$ cat config.mk
export PLATFORM = sky130hd
export DESIGN_NAME = axis_packet_master_flat
export DESIGN_NICKNAME = d
export VERILOG_FILES = /design/src/rtl/axis_packet_master_pkg.sv /design/src/rtl/axis_packet_master_if.sv /design/src/rtl/axis_packet_master.sv /design/src/flat_wrapper.sv
export SDC_FILE = /design/constraint.sdc
export NUM_CORES = 1
export LEC_CHECK = 0
export BUFFER_PORTS_ARGS = -buffer_cell sky130_fd_sc_hd__buf_2
export CORE_MARGIN = 2
export CORE_UTILIZATION = 53
export DETAILED_ROUTE_END_ITERATION = 12
export PLACE_DENSITY = 0.81
export SLEW_MARGIN = 30
export SYNTH_ARGS = -nofsm -noshare
export SYNTH_HDL_FRONTEND = slang
export SYNTH_SLANG_ARGS = --single-unit
$ cat constraint.sdc
create_clock -name clk -period 2.55 [get_ports clk]
set_input_delay 0.1275 -clock clk [delete_from_list [all_inputs] [get_ports clk]]
set_output_delay 0.1275 -clock clk [all_outputs]
set_load 0.05 [all_outputs]
$ cat src/rtl/axis_packet_master_pkg.sv
// Shared types and default widths for the AXI-Stream packet master, slave and checker blocks.
package axis_pkt_pkg;

  typedef enum logic [1:0] {
    IDLE = 2'd0,
    SEND = 2'd1,
    GAP  = 2'd2
  } state_t;

  localparam int DEF_DATA_W     = 32;
  localparam int DEF_LEN_W      = 8;
  localparam int DEF_CNT_W      = 16;
  localparam int DEF_GAP_CYCLES = 4;

endpackage

$ cat src/rtl/axis_packet_master_if.sv
// AXI4-Stream data channel bundle; master drives data/valid/last, slave drives ready.
interface axis_packet_master_if #(
  parameter int DATA_W = axis_pkt_pkg::DEF_DATA_W
) ();
  logic [DATA_W-1:0] tdata;
  logic              tvalid;
  logic              tready;
  logic              tlast;

  modport master (output tdata, output tvalid, output tlast, input tready);
  modport slave  (input tdata, input tvalid, input tlast, output tready);
endinterface

$ cat src/rtl/axis_packet_master.sv
// AXI4-Stream master emitting one incrementing-data packet per accepted start command.
// Optional inter-packet idle gap enabled by defining AXIS_PKT_GAP_EN.
module axis_packet_master
  import axis_pkt_pkg::*;
#(
  parameter int DATA_W     = DEF_DATA_W,
  parameter int LEN_W      = DEF_LEN_W,
  parameter int CNT_W      = DEF_CNT_W,
  parameter int GAP_CYCLES = DEF_GAP_CYCLES
) (
  input  logic                 clk,
  input  logic                 rst,
  input  logic                 start,
  input  logic [LEN_W-1:0]     start_len,
  input  logic [DATA_W-1:0]    seed,
  output logic                 busy,
  output logic                 done,
  output logic [CNT_W-1:0]     pkt_count,
  axis_packet_master_if.master m_axis
);

  state_t             state, state_n;
  logic [DATA_W-1:0]  tdata_q;
  logic               tvalid_q, tlast_q;
  logic [LEN_W-1:0]   len_q, beat_q;
  logic               accept, xfer;

`ifdef AXIS_PKT_GAP_EN
  localparam int GAP_W = (GAP_CYCLES > 1) ? $clog2(GAP_CYCLES) : 1;
  logic [GAP_W-1:0]   gap_q;
  logic               gap_end;
  assign gap_end = (gap_q == GAP_W'(GAP_CYCLES - 1));
`endif

  assign m_axis.tdata  = tdata_q;
  assign m_axis.tvalid = tvalid_q;
  assign m_axis.tlast  = tlast_q;
  assign busy          = (state != IDLE);

  always_comb begin
    state_n = state;
    accept  = 1'b0;
    xfer    = tvalid_q && m_axis.tready;
    case (state)
      IDLE: begin
        accept = start && (start_len != '0);
        if (accept) state_n = SEND;
      end
      SEND: begin
        if (xfer && tlast_q) begin
`ifdef AXIS_PKT_GAP_EN
          state_n = GAP;
`else
          state_n = IDLE;
`endif
        end
      end
`ifdef AXIS_PKT_GAP_EN
      GAP:     if (gap_end) state_n = IDLE;
`endif
      default: state_n = IDLE;
    endcase
  end

  always_ff @(posedge clk) begin
    if (rst) begin
      state     <= IDLE;
      tdata_q   <= '0;
      tvalid_q  <= 1'b0;
      tlast_q   <= 1'b0;
      done      <= 1'b0;
      pkt_count <= '0;
      len_q     <= '0;
      beat_q    <= '0;
`ifdef AXIS_PKT_GAP_EN
      gap_q     <= '0;
`endif
    end else begin
      state <= state_n;
      done  <= 1'b0;
      if (accept) begin
        len_q    <= start_len;
        beat_q   <= '0;
        tdata_q  <= seed;
        tvalid_q <= 1'b1;
        tlast_q  <= (start_len == LEN_W'(1));
      end else if (xfer) begin
        if (tlast_q) begin
          tvalid_q  <= 1'b0;
          tlast_q   <= 1'b0;
          pkt_count <= pkt_count + CNT_W'(1);
`ifndef AXIS_PKT_GAP_EN
          done      <= 1'b1;
`endif
        end else begin
          beat_q  <= beat_q + LEN_W'(1);
          tdata_q <= tdata_q + DATA_W'(1);
          // next beat index is beat_q+1; it is last when beat_q+2 == len
          tlast_q <= (beat_q + LEN_W'(2) == len_q);
        end
      end
`ifdef AXIS_PKT_GAP_EN
      gap_q <= (state == GAP) ? gap_q + GAP_W'(1) : '0;
      if (state == GAP && gap_end) done <= 1'b1;
`endif
    end
  end

endmodule

$ cat src/flat_wrapper.sv
// flat-port wrapper written by rule: the top's interface ports become plain ports
module axis_packet_master_flat import axis_pkt_pkg::*;
#(
  parameter int DATA_W     = DEF_DATA_W,
  parameter int LEN_W      = DEF_LEN_W,
  parameter int CNT_W      = DEF_CNT_W,
  parameter int GAP_CYCLES = DEF_GAP_CYCLES
)
  (clk, rst, start, start_len, seed, busy, done, pkt_count, m_axis_tdata, m_axis_tvalid, m_axis_tlast, m_axis_tready);
  axis_packet_master_if #(.DATA_W(DATA_W)) m_axis_i ();
  input  logic clk;
  input  logic rst;
  input  logic start;
  input  logic [LEN_W-1:0] start_len;
  input  logic [DATA_W-1:0] seed;
  output logic busy;
  output logic done;
  output logic [CNT_W-1:0] pkt_count;
  output wire logic [$bits(m_axis_i.tdata)-1:0] m_axis_tdata;
  output wire logic [$bits(m_axis_i.tvalid)-1:0] m_axis_tvalid;
  output wire logic [$bits(m_axis_i.tlast)-1:0] m_axis_tlast;
  input wire logic [$bits(m_axis_i.tready)-1:0] m_axis_tready;
  assign m_axis_tdata = m_axis_i.tdata;
  assign m_axis_tvalid = m_axis_i.tvalid;
  assign m_axis_tlast = m_axis_i.tlast;
  assign m_axis_i.tready = m_axis_tready;
  axis_packet_master #(.DATA_W(DATA_W), .LEN_W(LEN_W), .CNT_W(CNT_W), .GAP_CYCLES(GAP_CYCLES)) u_core (.clk(clk), .rst(rst), .start(start), .start_len(start_len), .seed(seed), .busy(busy), .done(done), .pkt_count(pkt_count), .m_axis(m_axis_i));
endmodule
==> out/results.txt, run 1 <==
Status - completed
Hold path start - start_len[5]
RSZ-0062 raised after global routing - false
Pint - 1.76 mW
Clock slew at reported path FFs - 0.07 ns
CTS tree - built
Total track usage - 0.239
Clock root cell - clkbuf_8
# port buffers - 95
Design area - 4230 sq um
Net Sw Power - 0.798 mW
Mean Syn Cell Area - 8.22 sq um
Vias in the first global route - 3030
Placement-stage cell area - 4030 sq um
RR Startpoint - u_core.m_axis.tvalid$_SDFFE_PP0P_
Postcts setup bufs - 0
Die ar. - 7290 sq um
Mapped Nets - 476
Hold Path Sink - u_core.len_q[5]$_SDFFE_PP0P_
Fmax - 434 MHz
Hold crit path type - in2reg
I/O pins - 96
CP required - 2.80 ns
P per Cell Area - 605 nW/um^2
Diode count - 0
Grt total ovfl - 0
Clk pwr share - 0.357
HPWL after DPL - 6030 um
Setup TNS - 0 ns
R2r setup slk - 0.25 ns
Sink Count - 68
Multi-input logic area - 2010 sq um
Yosys reg bits - 68
CP Capture Type - register
Register Area - 1360 sq um
Post-Route WL - 8670 um
Worst R2R End - u_core.m_axis.tdata[25]$_SDFFE_PP0P_
Die Width - 85.4 um
Asr flop ratio synth - 0
Rows - 29
Share of cells above drive strength 1 - 0.242
Tmin final - 2.30 ns
Lkg Pwr - 1.68 nW
Post-synthesis sequential area ratio - 0.388
Hold path depth - 3
Layout Utilization - 0.662
Initial antenna violation count - 0
Seq pwr share - 0.464
DRC violations left - 0
Hold Violations, Final - 0
Power share of the combinational group - 0.179
Area growth from synthesis to layout - 20.5%
Vias per cell - 5.68
Rel. slew slack - 0.595
# Max-Cap Violations - 0
Synth warn - 0
Worst-Skew Late Latency - 0.34 ns
Post-place setup slack - 0.261 ns
Nets - 561
Slew @ Worst Pin - 0.608 ns
Die height - 85.4 um
Max-slew violations - 0
Gate Count Post-Synth - 427
Arr. time, crit path - 2.55 ns
Initial Util - 0.550
Sw Share - 0.312
Fin Clk Skew - 0.0120 ns
Core Box Area - 6390 sq um
GPL Wtd Cong - 0.851
H-tree Lvls - 3
Final period util - 0.903
CP Class - reg2reg
First-pass GRT wire length - 14200 um
Setup crit start kind - register
Number of library cell types mapped by synthesis - 43
Wirelength per Cell - 14.6 um
Critical path fanouts, max - 15
Hold-fix buffers, CTS - 0
CTS Buf Count - 9
Setup-failing EPs final - 0
Clk buf depth - 2
Fill cells - 552
R2R depth - 5
Worst Slack Setup Final - 0.247 ns
Final ANT Viol Nets - 0
Top FF cell, synth - dfxtp_1
Via count - 3375
WHS - 0.0312 ns
Starting DRC count in detailed routing - 160
EDFF count, synth - 0
Synthesized area - 3510 sq um
TritonRoute pass-1 iters - 6
Post-CTS Resized - 0
Largest net degree at the start of global routing - 90
Peak VDD IR - 542 uV
## stage by stage
stage                     power, mW  std cells
after floorplan                1.53        427
after global placement         1.66        578
after detailed placement       1.67        578
after CTS                      2.57        594
after global routing           2.65        594
final                          2.56        594
## cells in the mapped netlist, types with 4 or more instances
cell type | number | share of area
and4_1 | 4 | 0.010
nor2_1 | 60 | 0.064
nand2_1 | 41 | 0.044
xnor2_1 | 32 | 0.080
nand3_1 | 25 | 0.036
a311oi_1 | 6 | 0.015
xor2_1 | 25 | 0.062
or3_1 | 6 | 0.011
and3_1 | 7 | 0.012
buf_2 | 7 | 0.010
dfxtp_1 | 68 | 0.39
nand4_1 | 16 | 0.029
clkbuf_1 | 16 | 0.017
a211oi_1 | 24 | 0.051
nor4_1 | 12 | 0.021
o21ai_0 | 6 | 0.0086
ha_1 | 5 | 0.018
a21oi_1 | 16 | 0.023
nor3_1 | 7 | 0.010
inv_1 | 8 | 0.0086
## registers in the layout (all words and copies together) (netlist names)
register              cells
u_core.beat_q             8
u_core.pkt_count         16
u_core.state              1
u_core.m_axis.tvalid      1
u_core.done               1
u_core.m_axis.tlast       1
u_core.m_axis.tdata      32
u_core.len_q              8
## power by group through the flow
stage | Combinational (mW) | Clock, mW | Sequential, mW
floorplan | 0.168 | 0 | 1.37
global route | 0.489 | 0.964 | 1.20
finish | 0.458 | 0.913 | 1.19
detailed placement | 0.458 | 0 | 1.21
global placement | 0.452 | 0 | 1.21
CTS | 0.460 | 0.920 | 1.19
## per-layer routing
metal  wire (um)  global-route usage  up-vias  share of wire
li1            -                   -     1681              -
met1        4030               0.322     1573           0.47
met2        4010               0.375      106           0.46
met3         489              0.0554       15          0.056
met4         141              0.0837        0          0.016
met5           0                   0        -              0
## final cells by class
| cell class | count | share of cell area |
|---|---|---|
| sequential | 68 | 0.322 |
| timing repair buffer | 100 | 0.124 |
| clock buffer | 12 | 0.0367 |
| clock inverter | 4 | 0.0112 |
| tap | 77 | 0.0228 |
| multi-input combinational | 325 | 0.476 |
| inverter | 8 | 0.00710 |
## logic make-up after synthesis
family          count (synthesis)  share of synthesized area
buf+inv                        34                     0.0413
xor+xnor                       57                      0.142
fa+ha+maj                       5                     0.0178
compound gates                 63                      0.127
simple gates                  200                      0.284
flops                          68                      0.388
## worst max path at each step
stage                                            startpoint                                    to  slack [ns]  cells past startpoint
final                     u_core.m_axis.tvalid$_SDFFE_PP0P_  u_core.m_axis.tdata[25]$_SDFFE_PP0P_        0.25                      5
after global routing      u_core.m_axis.tvalid$_SDFFE_PP0P_  u_core.m_axis.tdata[25]$_SDFFE_PP0P_        0.08                      5
after CTS                  u_core.m_axis.tlast$_SDFFE_PP0P_  u_core.m_axis.tdata[25]$_SDFFE_PP0P_        0.25                      5
after detailed placement   u_core.m_axis.tlast$_SDFFE_PP0P_  u_core.m_axis.tdata[29]$_SDFFE_PP0P_        0.26                      5
after global placement     u_core.m_axis.tlast$_SDFFE_PP0P_   u_core.m_axis.tdata[9]$_SDFFE_PP0P_        0.36                      4
after floorplan           u_core.m_axis.tvalid$_SDFFE_PP0P_  u_core.m_axis.tdata[13]$_SDFFE_PP0P_        0.23                      6
## cells in the final DEF, fill, tap and decap left out, types with 3 or more instances in the layout
cell	count
a211oi_1	24
a21oi_1	16
a311oi_1	6
and2_1	3
and3_1	7
and4_1	4
buf_2	95
buf_4	4
clkbuf_8	11
dfxtp_1	68
ha_1	5
inv_1	8
nand2_1	41
nand3_1	25
nand4_1	16
nor2_1	60
nor3_1	7
nor3_2	3
nor3b_1	3
nor4_1	12
o21ai_0	6
or3_1	6
xnor2_1	32
xor2_1	25
## worst max-delay path, stage by stage (launching register included)
cell	delay (ns)
dfxtp_1	0.41
nand3b_1	0.19
or4_1	0.85
nor4_1	0.42
xnor2_1	0.11
a211oi_1	0.24
Note: power is estimated with default switching activity, not from simulation.
==> run 2, diff against run 1 <==
--- a/config.mk
+++ b/config.mk
@@ -7,9 +7,9 @@
 export LEC_CHECK = 0
 export BUFFER_PORTS_ARGS = -buffer_cell sky130_fd_sc_hd__buf_2
 export CORE_MARGIN = 2
-export CORE_UTILIZATION = 53
+export CORE_UTILIZATION = 30
 export DETAILED_ROUTE_END_ITERATION = 12
-export PLACE_DENSITY = 0.81
+export PLACE_DENSITY = 0.5
 export SLEW_MARGIN = 30
 export SYNTH_ARGS = -nofsm -noshare
 export SYNTH_HDL_FRONTEND = slang
==> run 2 against run 1 <==
  * Via count shrank 2.8%
  * Cell count grew 11%
  * Core utilization shrank 28 points
  * Sequential share of layout area shrank 1.1 points
  * Combinational power grew 2%
  * Power grew 7.0%
  * Final area grew 3.5%
  * Non-clock buffer count grew 1
  * Global-route usage shrank 8.7 points
  * Clock skew shrank 0.0080 ns
  * Critical endpoint is now u_core.m_axis.tdata[9]$_SDFFE_PP0P_
  * Largest power group unchanged
==> out/results.txt, run 2 (synthesized netlist as in run 1, its figures left out) <==
Status - completed
Rel. slew slack - 0.569 (-0.0259)
Tmin final - 2.36 ns (+0.0590 ns)
RSZ-0062 raised after global routing - false
Area growth from synthesis to layout - 24.6%
Clock slew at reported path FFs - 0.05 ns (-0.02 ns)
Fmax - 423 MHz (-2.5%)
Largest net degree at the start of global routing - 69 (-23%)
Setup-failing EPs final - 0 (unchanged)
Post-Route WL - 9540 um (+10%)
Critical path fanouts, max - 15 (unchanged)
Hold Violations, Final - 0 (unchanged)
Hold-fix buffers, CTS - 0 (unchanged)
Hold crit path type - in2reg
Final ANT Viol Nets - 0 (unchanged)
Grt total ovfl - 0 (unchanged)
Clock root cell - clkbuf_16
Rows - 39 (+34%)
Commonest non-fill, non-tap cells in the layout - buf_2 (95), dfxtp_1 (68), nor2_1 (60), nand2_1 (41), xnor2_1 (32)
Fin Clk Skew - 0.00399 ns (-0.00802 ns)
Max layer used - met4
Arr. time, crit path - 2.59 ns (+0.04 ns)
HPWL after DPL - 6750 um (+12%)
Met2 wire length - 4390 um (+9.6%)
Initial antenna violation count - 0 (unchanged)
CP Class - reg2reg
Slew @ Worst Pin - 0.647 ns (+0.0388 ns)
Lkg Pwr - 1.70 nW (+1.7%)
CP max-delay cell - or4_1
H-tree Lvls - 3 (unchanged)
CP Capture Type - register
Nets - 562 (+0.18%)
GPL Wtd Cong - 0.819 (-3.7%)
Peak VDD IR - 311 uV (-43%)
Max-slew violations - 0 (unchanged)
Setup TNS - 0 ns (unchanged)
Total track usage - 0.151 (-0.0875)
DRC violations left - 0 (unchanged)
Share of cells above drive strength 1 - 0.235 (-0.00637)
Diode count - 0 (unchanged)
Placed Instances - 645 (+12%)
Layout Utilization - 0.383 (-0.279)
Max reg flops - 32 (unchanged)
Vias per cell - 4.99 (-12%)
Core Box Area - 11400 sq um (+79%)
Via count - 3279 (-2.8%)
CTS Buf Count - 9 (unchanged)
P per Cell Area - 626 nW/um^2 (+3.4%)
Buffers & Inverters on Critical Path - 0 (unchanged)
Initial Util - 0.307 (-0.242)
Sink Count - 68 (unchanged)
Die height - 112 um (+31%)
Worst path max stage delay - 0.88 ns (+0.03 ns)
CP delay by family, top - simple AND/OR/NAND/NOR gates
Die Width - 112 um (+31%)
Vias in the first global route - 3051 (+0.69%)
I/O pins - 96 (unchanged)
Wirelength per Cell - 14.5 um (-0.55%)
R2r setup slk - 0.19 ns (-0.06 ns)
Postcts setup bufs - 0 (unchanged)
CTS tree - built
Met3 wire length - 443 um (-9.4%)
Finished Layout Cells - 657 (+11%)
Crit path cell chain - nand3b_1, or4_1, or3_2, a311oi_1
Die ar. - 12600 sq um (+73%)
Worst Slack Setup Final - 0.188 ns (-0.0590 ns)
Clk buf depth - 2 (unchanged)
CP required - 2.78 ns (-0.02 ns)
# Max-Cap Violations - 0 (unchanged)
Starting DRC count in detailed routing - 206 (+29%)
# port buffers - 95 (unchanged)
M1 WL - 4610 um (+14%)
First-pass GRT wire length - 15600 um (+9.6%)
Overall Power - 2.74 mW (+7.0%)
Final period util - 0.926 (+0.0231)
Post-CTS Resized - 0 (unchanged)
Post-place setup slack - 0.194 ns (-0.0672 ns)
TritonRoute pass-1 iters - 4 (-2)
Worst-Skew Late Latency - 0.32 ns (-0.02 ns)
Setup crit start kind - register
Most common library cell in the layout ignoring fill and taps - buf_2
[run 2: cell types whose count changed in the layout (fill, tap and decap cells not counted)]
cell        before  now
clkbuf_8        11    1
clkbuf_16        0    9
clkinv_2         2    0
buf_12           1    2
bufinv_16        1    0
clkbuf_1         1    2
clkinvlp_4       1    0
[run 2: path summary, 6_finish.rpt]
| kind | startpoint | endpoint | depth (start not counted) |
|---|---|---|---|
| worst max register to register | u_core.m_axis.tvalid$_SDFFE_PP0P_ | u_core.m_axis.tdata[9]$_SDFFE_PP0P_ | 4 |
| worst min register to register | u_core.len_q[5]$_SDFFE_PP0P_ | u_core.len_q[5]$_SDFFE_PP0P_ | 2 |
| worst max-delay path | u_core.m_axis.tvalid$_SDFFE_PP0P_ | u_core.m_axis.tdata[9]$_SDFFE_PP0P_ | 4 |
| worst min-delay path | start_len[7] | u_core.len_q[7]$_SDFFE_PP0P_ | 3 |
[run 2: power breakdown]
| part | switching (mW) | internal [mW] | leakage [nW] | total (mW) |
|---|---|---|---|---|
| sequential | 0.0685 | 1.12 | 0.557 | 1.19 |
| clock | 0.417 | 0.663 | 0.120 | 1.08 |
| combinational | 0.323 | 0.145 | 1.03 | 0.468 |
| total | 0.809 | 1.93 | 1.70 | 2.74 |
[run 2: tightest hold or removal path: cells and delay by family]
family	cells	cell delay, ns
buffers and inverters	1	0.10
and+or+nand+nor	1	0.05
AOI/OAI and AO/OA	1	0.05
[run 2: metrics by stage]
stage / hold WS [ns] / cell area, sq um
final: 0.0505 / 4380
after detailed placement: 0.386 / 4130
after floorplan: 0.263 / 3510
after CTS: 0.0380 / 4380
after global routing: 0.0537 / 4380
after global placement: 0.381 / 4130
[run 2: area by class of cell]
cell class / instances / area [sq um]
Multi-Input combinational cell: 325 / 2010
Tap cell: 143 / 179
Sequential cell: 68 / 1360
Timing Repair Buffer: 101 / 546
Inverter: 8 / 30.0
Clock buffer: 12 / 246
Fill cell: 1210 / 7040
[run 2: per-layer routing]
layer  global-route usage  vias to the layer above
met4               0.0439                        0
met1                0.213                     1527
li1                     -                     1677
met5                    0                        -
met2                0.235                       69
met3               0.0324                        6
